==> src/rtl/mem_bus_bridge.sv <==
// mem_bus_bridge: turns the core's held memory strobes into a valid/ready bus request and an rvalid response.
// Latency: misaligned 1 cycle, store 2 cycles, read 3 cycles at zero wait; each bus wait cycle adds one.
// Backpressure: bus_valid and payload stay stable until bus_ready; core_stall holds the core until core_done.
// Optional feature: define MEM_BUS_BRIDGE_TIMEOUT_EN to abort a phase after TIMEOUT wait cycles.
module mem_bus_bridge #(
  parameter int TIMEOUT = 255
) (
  input  logic        clk,
  input  logic        reset,
  input  logic        core_req,
  input  logic        core_we,
  input  logic        core_ifetch,
  input  logic [31:0] core_addr,
  input  logic [31:0] core_wdata,
  input  logic [2:0]  core_funct3,
  output logic        core_stall,
  output logic        core_done,
  output logic        core_err,
  output logic [31:0] instr,
  output logic [31:0] rdata,
  output logic        bus_valid,
  input  logic        bus_ready,
  output logic        bus_we,
  output logic [31:0] bus_addr,
  output logic [31:0] bus_wdata,
  output logic [3:0]  bus_wstrb,
  input  logic        bus_rvalid,
  input  logic [31:0] bus_rdata
);

  typedef enum logic [1:0] {
    S_IDLE = 2'd0,
    S_REQ  = 2'd1,
    S_RESP = 2'd2,
    S_DONE = 2'd3
  } state_t;

  state_t      r_state;
  state_t      w_state_nxt;

  // FSM decode outputs
  logic        w_accept;       // aligned request taken in IDLE
  logic        w_err_nxt;      // the transition into DONE carries an error
  logic        w_capture;      // read word arrives in RESP
  logic        w_misaligned;
  logic        w_timeout_hit;

  // Store lane steering (from live core inputs, latched on accept)
  logic [3:0]  w_lane_wstrb;
  logic [31:0] w_lane_wdata;

  // Load extension (from latched size/offset and live bus data)
  logic [7:0]  w_sel_byte;
  logic [15:0] w_sel_half;
  logic [31:0] w_load_ext;

  // Registered outputs and latched access attributes
  logic        r_bus_valid;
  logic        r_bus_we;
  logic [31:0] r_bus_addr;
  logic [31:0] r_bus_wdata;
  logic [3:0]  r_bus_wstrb;
  logic        r_err;
  logic [31:0] r_instr;
  logic [31:0] r_rdata;
  logic [2:0]  r_funct3;
  logic [1:0]  r_addr_lo;
  logic        r_ifetch;

  // Halfword accesses need an even address, words need a 4-byte aligned one;
  // only the exact word encoding is checked, bytes are always legal.
  assign w_misaligned = ((core_funct3[1:0] == 2'b01) && core_addr[0]) ||
                        ((core_funct3 == 3'b010) && (core_addr[1:0] != 2'b00));

  // Replicate store data across all lanes and enable only the addressed bytes.
  always_comb begin
    w_lane_wstrb = 4'b1111;
    w_lane_wdata = core_wdata;
    case (core_funct3[1:0])
      2'b00: begin
        w_lane_wstrb = 4'b0001 << core_addr[1:0];
        w_lane_wdata = {4{core_wdata[7:0]}};
      end
      2'b01: begin
        w_lane_wstrb = 4'b0011 << core_addr[1:0];
        w_lane_wdata = {2{core_wdata[15:0]}};
      end
      default: begin
        w_lane_wstrb = 4'b1111;
        w_lane_wdata = core_wdata;
      end
    endcase
  end

  // Pick the addressed byte/half out of the returned word and extend it.
  always_comb begin
    w_sel_byte = bus_rdata[{r_addr_lo, 3'b000} +: 8];
    w_sel_half = r_addr_lo[1] ? bus_rdata[31:16] : bus_rdata[15:0];
    w_load_ext = bus_rdata;
    case (r_funct3)
      3'b000:  w_load_ext = {{24{w_sel_byte[7]}}, w_sel_byte};
      3'b001:  w_load_ext = {{16{w_sel_half[15]}}, w_sel_half};
      3'b100:  w_load_ext = {24'h000000, w_sel_byte};
      3'b101:  w_load_ext = {16'h0000, w_sel_half};
      default: w_load_ext = bus_rdata;
    endcase
  end

`ifdef MEM_BUS_BRIDGE_TIMEOUT_EN
  logic [7:0] r_wait_cnt;

  // Count cycles spent waiting in the current bus phase; any state change restarts it.
  always_ff @(posedge clk or negedge reset) begin
    if (!reset) begin
      r_wait_cnt <= 8'd0;
    end else if (w_state_nxt != r_state) begin
      r_wait_cnt <= 8'd0;
    end else if ((r_state == S_REQ) || (r_state == S_RESP)) begin
      r_wait_cnt <= r_wait_cnt + 8'd1;
    end
  end

  // The current cycle is the TIMEOUT-th wait cycle of this phase; the FSM
  // lets a same-cycle ready/rvalid win over the abort.
  assign w_timeout_hit = ((r_state == S_REQ) || (r_state == S_RESP)) &&
                         (r_wait_cnt == 8'(TIMEOUT - 1));
`else
  logic [7:0] w_unused_timeout;

  assign w_unused_timeout = 8'(TIMEOUT);
  assign w_timeout_hit    = 1'b0;
`endif

  // Current state register.
  always_ff @(posedge clk or negedge reset) begin
    if (!reset) begin
      r_state <= S_IDLE;
    end else begin
      r_state <= w_state_nxt;
    end
  end

  // Next-state and per-transition strobes.
  always_comb begin
    w_state_nxt = r_state;
    w_accept    = 1'b0;
    w_err_nxt   = 1'b0;
    w_capture   = 1'b0;
    case (r_state)
      S_IDLE: begin
        if (core_req) begin
          if (w_misaligned) begin
            w_state_nxt = S_DONE;
            w_err_nxt   = 1'b1;
          end else begin
            w_state_nxt = S_REQ;
            w_accept    = 1'b1;
          end
        end
      end
      S_REQ: begin
        if (bus_ready) begin
          w_state_nxt = r_bus_we ? S_DONE : S_RESP;
        end else if (w_timeout_hit) begin
          w_state_nxt = S_DONE;
          w_err_nxt   = 1'b1;
        end
      end
      S_RESP: begin
        if (bus_rvalid) begin
          w_state_nxt = S_DONE;
          w_capture   = 1'b1;
        end else if (w_timeout_hit) begin
          w_state_nxt = S_DONE;
          w_err_nxt   = 1'b1;
        end
      end
      S_DONE: begin
        w_state_nxt = S_IDLE;
      end
      default: begin
        w_state_nxt = S_IDLE;
      end
    endcase
  end

  // Latch the access on acceptance, drive the bus, and capture returned data.
  always_ff @(posedge clk or negedge reset) begin
    if (!reset) begin
      r_bus_valid <= 1'b0;
      r_bus_we    <= 1'b0;
      r_bus_addr  <= 32'h0000_0000;
      r_bus_wdata <= 32'h0000_0000;
      r_bus_wstrb <= 4'b0000;
      r_err       <= 1'b0;
      r_instr     <= 32'h0000_0013;
      r_rdata     <= 32'h0000_0000;
      r_funct3    <= 3'b000;
      r_addr_lo   <= 2'b00;
      r_ifetch    <= 1'b0;
    end else begin
      if (w_accept) begin
        r_bus_we    <= core_we;
        r_bus_addr  <= {core_addr[31:2], 2'b00};
        r_bus_wdata <= w_lane_wdata;
        r_bus_wstrb <= core_we ? w_lane_wstrb : 4'b0000;
        r_funct3    <= core_funct3;
        r_addr_lo   <= core_addr[1:0];
        r_ifetch    <= core_ifetch;
      end
      // Valid tracks residency in REQ, so it drops on ready or on abort.
      r_bus_valid <= (w_state_nxt == S_REQ);
      r_err       <= (w_state_nxt == S_DONE) && w_err_nxt;
      if (w_capture) begin
        if (r_ifetch) begin
          r_instr <= bus_rdata;
        end else begin
          r_rdata <= w_load_ext;
        end
      end
    end
  end

  assign core_done  = (r_state == S_DONE);
  assign core_err   = r_err;
  assign core_stall = core_req & ~core_done;
  assign instr      = r_instr;
  assign rdata      = r_rdata;
  assign bus_valid  = r_bus_valid;
  assign bus_we     = r_bus_we;
  assign bus_addr   = r_bus_addr;
  assign bus_wdata  = r_bus_wdata;
  assign bus_wstrb  = r_bus_wstrb;

endmodule

==> config.mk <==
export PLATFORM = sky130hd
export DESIGN_NAME = mem_bus_bridge
export DESIGN_NICKNAME = d
export VERILOG_FILES = /design/src/rtl/mem_bus_bridge.sv
export SDC_FILE = /design/constraint.sdc
export NUM_CORES = 1
export LEC_CHECK = 0
export CORE_MARGIN = 2
export CORE_UTILIZATION = 30
export CTS_CLUSTER_SIZE = 40
export DETAILED_ROUTE_END_ITERATION = 8
export SYNTH_ARGS = -nofsm -noshare
export SYNTH_HDL_FRONTEND = slang
export SYNTH_SLANG_ARGS = --single-unit
==> constraint.sdc <==
create_clock -name clk -period 2.7 [get_ports clk]
set_input_delay 0.54 -clock clk [delete_from_list [all_inputs] [get_ports clk]]
set_output_delay 0.54 -clock clk [all_outputs]
set_load 0.05 [all_outputs]
==> summary.txt <==
Run status
  – Status: finished, final reports clean

Logic synthesis
  – Top cell type's share of synthesized area: around 54%
  – Synth unique cells: 43
  – Synth Register Bits: 141
  – Sequential area share after synthesis: a little under three fifths
  – Post-synth top area cell: dfrtp_1
  – Largest cells by area after synthesis: dfrtp_1 (54%), mux2_1 (12%), mux2_2 (9.6%)
  – Mapped Cells: 501
  – YS warnings: 0
  – Main synth FF type: dfrtp_1
  – Ys async rst share: 100.0%
  – Dominant cell by count in the synthesized netlist: dfrtp_1
  – Mean Syn Cell Area: ~13 um2
  – Top cell types by occurrence after synthesis: dfrtp_1 (138), mux2_1 (70), mux2_2 (54)
  – Post-synth design cell area: around 6400 um2
  – Number of enable flip-flop cells after synthesis: 0

Floorplanning
  – Core area: 20,890 um2
  – Die Area: 22,400 um2
  – Starting Density: slightly above 30%
  – DIE WIDTH: approximately 150 um
  – I/O Pins: between 200 and 250
  – Die Ht: ~150 um
  – Row count: 53

Timing
  – RSZ-0062 raised after global routing: no
  – Setup total negative slack: 0 ps
  – Slew @ Worst Pin: 700.5 ps
  – Final WS setup: roughly 200 ps
  – Final min period: roughly 2500 ps
  – Fin. Hold Viols: 0
  – Achievable Freq: 400.7 MHz
  – Pins Over Slew Limit: 0
  – Fin Clk Skew: 8.328 ps
  – Final setup violating endpoints: 0
  – Fin crit share: between 90% and 100%
  – Slew headroom: between 50% and 60%

Setup path
  – Cell Chain, Critical Path: and2_1, clkdlybuf4s50_1
  – Critical path endpoint category: output port
  – RR Startpoint: r_state[0]
  – Setup crit start kind: register
  – Worst R2R End: bus_addr[18]
  – CP max stage delay: a little over 800 ps
  – Worst setup path startpoint: r_state[0]
  – Worst-path fanout max: 10
  – Worst Path Required: about 2200 ps
  – Setup crit end: core_done
  – CP Class: register to output port
  – Cell count of the worst reg-to-reg path: 5
  – Worst EP arrival: 1960 ps
  – Crit-path slowest cell: clkdlybuf4s50_1
  – Reg2Reg Setup Slack: between 500 and 600 ps

Drt
  – Drt drc: 0
  – Vias per std cell: ~4.9
  – DR pass1 iterations: 4
  – Iter 0 DRT Violations: about 190
  – Drt total wl: a little under 20,000 um
  – Vias: between 5,000 and 6,000
  – WL/cell: around 19 um
  – Detail Route Antenna Nets: 0

Finish
  – Area of the multi-input gates: ~2600 um2
  – Fin area: 9828 um2
  – N_diodes: 0
  – Final Net Count: between 800 and 900
  – Layout cell share with drive strength beyond 1: between 15 and 20%
  – Post-Layout Cell Count: a little over 1,000
  – Area Overhead vs Synth: 54.41%
  – Register Area: 3532 um2
  – Fillers: roughly 1,900

Placement
  – IO Port Bufs: between 200 and 250
  – Placed Cells: between 1,000 and 1,500
  – Post-Place Setup Slack: about 17 ps
  – GPL Wtd Cong: 0.7918
  – Dpl cell area: between 9000 and 10,000 um2
  – Hpwl dp: 14,310 um

Clock tree
  – CTS H-tree depth: 4
  – Post-CTS setup buffer count: 0
  – Clock Tree Root: clkbuf_16
  – Bufs on Longest Clock Path: 2
  – Clock sink count: 141
  – Clock Latency Late Sink: roughly 420 ps
  – Post-CTS Resized: 0
  – Total CTS buffers: 17
  – CTS tree: built
  – Post-CTS Hold Fix Bufs: 0
  – Clock transition at the registers of the reported paths: 60 ps

Worst hold path
  – Hold Path Class: primary input to async pin

Global route
  – Initial antenna violation count: 0
  – Global-route wire length before repair: approximately 30,000 um
  – Grt total ovfl: 0
  – Tot GR Track Use: 17.32%
  – Vias in the first global route: about 5,300
  – Pin count of the biggest net entering global routing: 65

Power
  – PD cells: between 1000 and 1500 nW/um2
  – Worst VDD drop: approximately 630 uV
  – Tot Pwr: 14.65 mW
  – Leak: 4.067 nW

Run
  – Max-cap violations: 0
## how the worst min path moves through the flow
stage / startpoint / to / slack, ps / cells past startpoint
floorplan: reset / bus_addr[10] / 240 / 0
global placement: rdata[3] / rdata[3] / 460 / 2
detailed placement: bus_wdata[18] / bus_wdata[18] / 470 / 1
CTS: reset / instr[19] / 80 / 1
global route: reset / instr[19] / 90 / 1
finish: reset / instr[19] / 60 / 1
## report_power, final
part	internal, mW	switching (mW)	total [mW]	leakage, nW
Combinational	2.89	5.13	8.02	2.07
Clock	1.74	0.944	2.69	0.323
Sequential	3.20	0.742	3.94	1.68
## layout make-up
| class | instances | area share [%] |
|---|---|---|
| Multi-Input combinational cell | 315 | 26.59 |
| Inverter | 8 | 0.3055 |
| Clock buffer | 19 | 4.405 |
| Tap cell | 275 | 3.501 |
| Sequential cell | 141 | 35.94 |
| Clock inverter | 13 | 2.406 |
| Timing Repair Buffer | 265 | 26.85 |
## state kept, by name, summed over array words and instances (netlist names), 2 cells and up
name,flops
bus_addr,30
r_state,2
r_funct3,3
instr,32
bus_wdata,32
rdata,32
bus_wstrb,4
r_addr_lo,2
## critical path, delay by kind of cell (launching register included)
kind          cells  cell delay [ps]
flops             1              520
buf+inv           1              820
simple gates      1              200
## per-stage QoR
| step | util, % | hold slack, ps |
|---|---|---|
| finish | 47.05 | 63.62 |
| global route | 47.05 | 94.22 |
| CTS | 47.05 | 82.99 |
| detailed placement | 43.85 | 474.0 |
| global placement | 43.85 | 464.6 |
| floorplan | - | 244.4 |
## layer usage
| metal | vias up | GRT usage, % | part of all wire [%] |
|---|---|---|---|
| li1 | 2308 | - | - |
| met1 | 2527 | 21.36 | 40 |
| met2 | 248 | 28.10 | 47 |
| met3 | 30 | 6.006 | 11 |
| met4 | 0 | 6.462 | 2.3 |
| met5 | - | 0 | 0 |
## cells in the final DEF (no fill, tap or decap), types with 4 or more instances in the layout
master	n
inv_1	8
bufinv_16	6
nor2_1	34
buf_4	22
o21ai_0	13
nand2_1	27
mux2_2	54
dfrtp_1	138
nor2b_1	4
buf_12	4
and3b_1	4
a211oi_1	16
a21oi_1	17
o22ai_1	16
nor3b_1	8
o32ai_1	7
clkdlybuf4s50_1	238
o31ai_1	7
mux2_1	70
mux2i_1	12
clkbuf_16	17
## logic make-up (layout without fill, tap and decap cells)
group / Yosys count / after routing / share of synthesized area [%]
other: 1 / 2 / 0.05892
AOI/OAI and AO/OA: 87 / 87 / 9.161
DFF: 141 / 141 / 55.49
muxes: 138 / 138 / 24.53
and+or+nand+nor: 88 / 88 / 6.841
buffers and inverters: 46 / 305 / 3.912
(Power assumes the default switching activity.)
